File: src/rtl/key_press_gen_pkg.sv
// Shared constants for the key injection path and the switch debouncers.
// Holds the FSM state encoding, default hold/gap lengths in swtick periods,
// the debounce window length, and a helper that sizes the tick counter.
package key_press_gen_pkg;

  typedef enum logic [1:0] {
    ST_IDLE  = 2'b00,
    ST_PRESS = 2'b01,
    ST_GAP   = 2'b10
  } kp_state_e;

  localparam int DEF_HOLD_TICKS  = 4;
  localparam int DEF_GAP_TICKS   = 4;
  localparam int DEF_CODE_W      = 6;
  localparam int DEBOUNCE_WINDOW = 3;

  // Width able to hold max(a, b); never narrower than one bit.
  function automatic int cnt_width(input int a, input int b);
    int m;
    m = (a > b) ? a : b;
    return (m < 1) ? 1 : $clog2(m + 1);
  endfunction

endpackage

File: src/rtl/key_press_gen_tick_counter.sv
// Counts swtick strobes with a synchronous clear.
// Ports:
//   clk_i   - system clock
//   rst_i   - synchronous active-high reset
//   clr_i   - synchronous clear, dominates counting
//   tick_i  - count enable strobe
//   last_i  - terminal value minus one; reloadable every cycle
//   term_o  - high in the cycle whose tick reaches the terminal count
// The counter returns to zero on the terminal tick, so it never wraps.
module key_press_gen_tick_counter #(
  parameter int CNT_W = 3
) (
  input  logic             clk_i,
  input  logic             rst_i,
  input  logic             clr_i,
  input  logic             tick_i,
  input  logic [CNT_W-1:0] last_i,
  output logic             term_o
);

  logic [CNT_W-1:0] count_q, count_d;

  // Combinational so the owning FSM can change state on the same edge.
  assign term_o = tick_i & ~clr_i & (count_q == last_i);

  always_comb begin
    count_d = count_q;
    if (clr_i || term_o) begin
      count_d = '0;
    end else if (tick_i) begin
      count_d = count_q + 1'b1;
    end
  end

  always_ff @(posedge clk_i) begin
    if (rst_i) begin
      count_q <= '0;
    end else begin
      count_q <= count_d;
    end
  end

endmodule

File: src/rtl/key_press_gen.sv
// Scripted key injection: turns a one-shot request into a clean, timed
// key-down level that a downstream switch debouncer accepts exactly once.
// Ports:
//   swclock        - system clock
//   reset          - synchronous active-high reset
//   swtick         - debounce timebase strobe
//   req / code     - press request and key code, taken only in IDLE
//   busy           - high during PRESS and GAP
//   done           - one-cycle pulse when the release gap completes
//   key_active     - registered key-down level
//   key_active_neg - inverted level for pull-up matrix lines
//   key_code       - code of the last accepted press
//   state          - current FSM state (debug)
//
// state | meaning
// IDLE  | waiting for req; key released
// PRESS | key held down for HOLD_TICKS ticks
// GAP   | key released for GAP_TICKS ticks before the next press
module key_press_gen
  import key_press_gen_pkg::*;
#(
  parameter int HOLD_TICKS = DEF_HOLD_TICKS,
  parameter int GAP_TICKS  = DEF_GAP_TICKS,
  parameter int CODE_W     = DEF_CODE_W
) (
  input  logic              swclock,
  input  logic              reset,
  input  logic              swtick,
  input  logic              req,
  input  logic [CODE_W-1:0] code,
  output logic              busy,
  output logic              done,
  output logic              key_active,
  output logic              key_active_neg,
  output logic [CODE_W-1:0] key_code,
  output logic [1:0]        state
);

  localparam int               CNT_W     = cnt_width(HOLD_TICKS, GAP_TICKS);
  localparam logic [CNT_W-1:0] HOLD_LAST = CNT_W'(HOLD_TICKS - 1);
  localparam logic [CNT_W-1:0] GAP_LAST  = CNT_W'(GAP_TICKS - 1);

  kp_state_e         state_q;
  logic              busy_q;
  logic              done_q;
  logic              key_active_q;
  logic [CODE_W-1:0] key_code_q;

  logic             cnt_clr;
  logic             cnt_term;
  logic [CNT_W-1:0] cnt_last;

  // Held clear outside PRESS/GAP, so a tick in the accepting cycle is not counted.
  assign cnt_clr  = (state_q != ST_PRESS) && (state_q != ST_GAP);
  assign cnt_last = (state_q == ST_GAP) ? GAP_LAST : HOLD_LAST;

  key_press_gen_tick_counter #(
    .CNT_W (CNT_W)
  ) u_tick_counter (
    .clk_i  (swclock),
    .rst_i  (reset),
    .clr_i  (cnt_clr),
    .tick_i (swtick),
    .last_i (cnt_last),
    .term_o (cnt_term)
  );

  always_ff @(posedge swclock) begin
    if (reset) begin
      state_q      <= ST_IDLE;
      busy_q       <= 1'b0;
      done_q       <= 1'b0;
      key_active_q <= 1'b0;
      key_code_q   <= '0;
    end else begin
      done_q <= 1'b0;
      case (state_q)
        ST_IDLE: begin
          busy_q       <= 1'b0;
          key_active_q <= 1'b0;
          if (req) begin
            key_code_q   <= code;
            key_active_q <= 1'b1;
            busy_q       <= 1'b1;
            state_q      <= ST_PRESS;
          end
        end
        ST_PRESS: begin
          if (cnt_term) begin
            key_active_q <= 1'b0;
            state_q      <= ST_GAP;
          end
        end
        ST_GAP: begin
          if (cnt_term) begin
            busy_q  <= 1'b0;
            done_q  <= 1'b1;
            state_q <= ST_IDLE;
          end
        end
        default: begin
          state_q      <= ST_IDLE;
          busy_q       <= 1'b0;
          key_active_q <= 1'b0;
        end
      endcase
    end
  end

  assign busy           = busy_q;
  assign done           = done_q;
  assign key_active     = key_active_q;
  assign key_active_neg = ~key_active_q;
  assign key_code       = key_code_q;
  assign state          = state_q;

endmodule

File: config.mk
export PLATFORM = sky130hd
export DESIGN_NAME = key_press_gen
export DESIGN_NICKNAME = d
export VERILOG_FILES = /design/src/rtl/key_press_gen_pkg.sv /design/src/rtl/key_press_gen_tick_counter.sv /design/src/rtl/key_press_gen.sv
export SDC_FILE = /design/constraint.sdc
export NUM_CORES = 1
export LEC_CHECK = 0
export BUFFER_PORTS_ARGS = -buffer_cell sky130_fd_sc_hd__buf_2
export CELL_PAD_IN_SITES_DETAIL_PLACEMENT = 0
export CELL_PAD_IN_SITES_GLOBAL_PLACEMENT = 2
export CORE_ASPECT_RATIO = 0.6
export CORE_MARGIN = 2
export CORE_UTILIZATION = 25
export CTS_CLUSTER_DIAMETER = 150
export DETAILED_ROUTE_END_ITERATION = 8
export PLACE_DENSITY = 0.71
export SLEW_MARGIN = 20
export SYNTH_ARGS = -nofsm -noshare
export SYNTH_HDL_FRONTEND = slang
export SYNTH_HIERARCHICAL = 1
export SYNTH_SLANG_ARGS = --single-unit
File: constraint.sdc
create_clock -name swclock -period 1.97 [get_ports swclock]
set_clock_uncertainty 0.2 [all_clocks]
set_input_delay 0.0985 -clock swclock [delete_from_list [all_inputs] [get_ports swclock]]
set_output_delay 0.0985 -clock swclock [all_outputs]
set_load 0.05 [all_outputs]
==> reports/qor.yml <==
vias: 618
outcome: "complete, no violations"
syn_avg_cell_area_sq_um: 9.03
cp_cell_sequence: "inv_4 > ha_4 > inv_4 > nand2b_4 > nor4_4 > buf_4 > a2bb2oi_4 > mux2i_1"
antennaDiodeCount: 0
drt_iter0_markers: 23
layout-drive-gt1-share: 0.357
grt_pass1_vias: 563
ir_drop_uv: 613
synth_top_area_cell: "dfxtp_1"
drcViolationCount: 0
synthDistinctLibCells: 23
gp_congestion: 0.642
antenna_found_initial: 0
core_sq_um: 2610
cts_tree: "built"
final_nets: 129
max_freq_ghz: 0.527
io_pins: 22
place.detailed.hpwl_um: 1130
num-fill-cells: 267
root_buffer: "clkbuf_8"
fin_cells: 144
crit_buf_inv: 3
power_w: 0.00144
syn2layout_area_growth_pct: 45.3
power.density_nw_per_um2: 1390
cts.path.max_buffers: 2
cts_sinks: 14
grt_overflow: 0
crit_arrival_ns: 1.86
dr.pass1.iters: 3
vias_per_cell: 4.29
cp-start-kind: "flop"
min_path_type: "input port to flop"
drt-total-wl_um: 1560
die-area_sq_um: 3310
most-common-layout-cells: "buf_2 (21), dfxtp_1 (12), nand2_1 (8), a21oi_1 (8)"
hold-worst-slack_ns: 0.00255
htree_num_levels: 1
path_class: "flop to flop"
insertion_delay_ns: 0.25
synthesis.area_sq_um: 713
cap_violations: 0
grt_max_degree: 17
endpoint_kind: "flop"
setup_viol: 0
cts_buffers: 3
cpMostUsedCell: "inv_4"
rsz0062_at_grt: "true"
initial_core_util: 0.273
postRouteAntennaNets: 0
portBuffers: 21
num_rows: 14
leakagePower_nw: 0.474
syn_inst: 79
cp_max_fo: 5
yosys.area.top_type_share: 0.393
final_common_cell: "buf_2"
critPathTopFamily: "flip-flops"
clk_pin_slew_worst_paths_ns: 0.06
fin_crit_ns: 1.90
post_drt_wl_per_cell_um: 10.8
cp_slowest_cell: "dfxtp_4"
dp_cells: 131
slew_violations: 0
yosys_warnings: 6
crit_path_max_incr_delay_ns: 0.38
ys_seq_elements: 14
hold_violations: 0
crit_required_ns: 1.94
grt_pass1_wl_um: 2610
grt_usage: 0.108
yosysSeqAreaShare: 0.393
post-route-period-util: 0.962
synth_area_leaders: "dfxtp_1 (39%), ha_1 (11%), a21oi_1 (5.6%)"
chipHeight_um: 45.4
fp.dieW_um: 73.0
[layer usage]
metal	wire, um	vias up	global-route usage
met4	17	0	0.0333
met3	94	2	0.0442
met5	0	-	0
li1	-	328	-
met2	638	14	0.160
met1	805	274	0.144
[tightest hold or removal path: cells and delay by family]
kind                      cells  cell delay [ns]
and+or+nand+nor               1             0.04
buffers and inverters         1             0.14
xor gates and xnor gates      1             0.12
[metrics by stage]
| stage | instance area, sq um | setup WS (ns) | utilization | setup TNS [ns] |
|---|---|---|---|---|
| 2_1_floorplan | 758 | -0.0169 | - | -0.0239 |
| 3_3_place_gp | 885 | 0.0566 | 0.339 | 0 |
| 3_5_place_dp | 885 | 0.0416 | 0.339 | 0 |
| 4_1_cts | 1000 | 0.0198 | 0.383 | 0 |
| 5_1_grt | 1040 | -0.0224 | 0.397 | -0.0260 |
| 6_report | 1040 | 0.0741 | 0.397 | 0 |
[cell families after synthesis]
| family | count (synthesis) | share of synthesized area |
|---|---|---|
| buf+inv | 8 | 0.0631 |
| fa+ha+maj | 6 | 0.105 |
| simple gates | 30 | 0.233 |
| mux | 3 | 0.0421 |
| compound gates | 11 | 0.0912 |
| flops | 14 | 0.393 |
| other cells | 2 | 0.0105 |
| xor+xnor | 5 | 0.0614 |
[flip-flops by register name, indices dropped and copies added, names as in the netlist]
signal	flops
done	1
key_active	1
busy	1
u_tick_counter/count_q	3
key_code	6
state	2
[Yosys cell counts]
library cell,n
nor4_2,1
buf_6,2
a2bb2oi_2,1
o21ai_0,1
mux2i_1,3
nand3_1,6
nand2_4,1
nor2_1,2
conb_1,2
ha_1,6
nand2b_1,5
nor4_1,3
or3_1,2
clkbuf_1,1
o21ai_1,1
inv_2,1
inv_1,4
xor2_1,4
a21oi_1,8
xnor2_1,1
nor2b_1,2
nand2_1,8
dfxtp_1,14
[what timing repair did]
action / in CTS / in global routing
hold endpoints to repair: 6 / 0
endpoints found under the setup margin: 0 / 3
hold buffers: 6 / 0
buffers inserted: 0 / 3
gates resized for setup: 0 / 2
[worst paths after layout]
path	slack, ns	cells after the start	to	startpoint
worst min register to register	0.25	2	key_code[1]$_SDFFE_PP0P_	key_code[1]$_SDFFE_PP0P_
worst max register to register	0.07	8	state[1]$_SDFFE_PP0P_	state[0]$_SDFFE_PP0P_
worst max-delay path	0.07	8	state[1]$_SDFFE_PP0P_	state[0]$_SDFFE_PP0P_
worst min-delay path	0.003	3	u_tick_counter/count_q[0]$_SDFFE_PP0P_	swtick
[final cells by class]
cell class / count / area [sq um] / area share
multi-input cells: 58 / 432 / 0.417
flip-flops and latches: 14 / 288 / 0.278
repair buffers: 31 / 195 / 0.188
clock buffers: 4 / 55.1 / 0.0531
well taps: 32 / 40.0 / 0.0386
inverters: 5 / 26.3 / 0.0254
[power breakdown]
| group | internal [W] | switching, W | total, W |
|---|---|---|---|
| logic | 0.000293 | 0.000466 | 0.000759 |
| registers | 0.000349 | 0.0000500 | 0.000399 |
| clock network | 0.000177 | 0.000107 | 0.000284 |
Power figures use the tool's default switching activity.
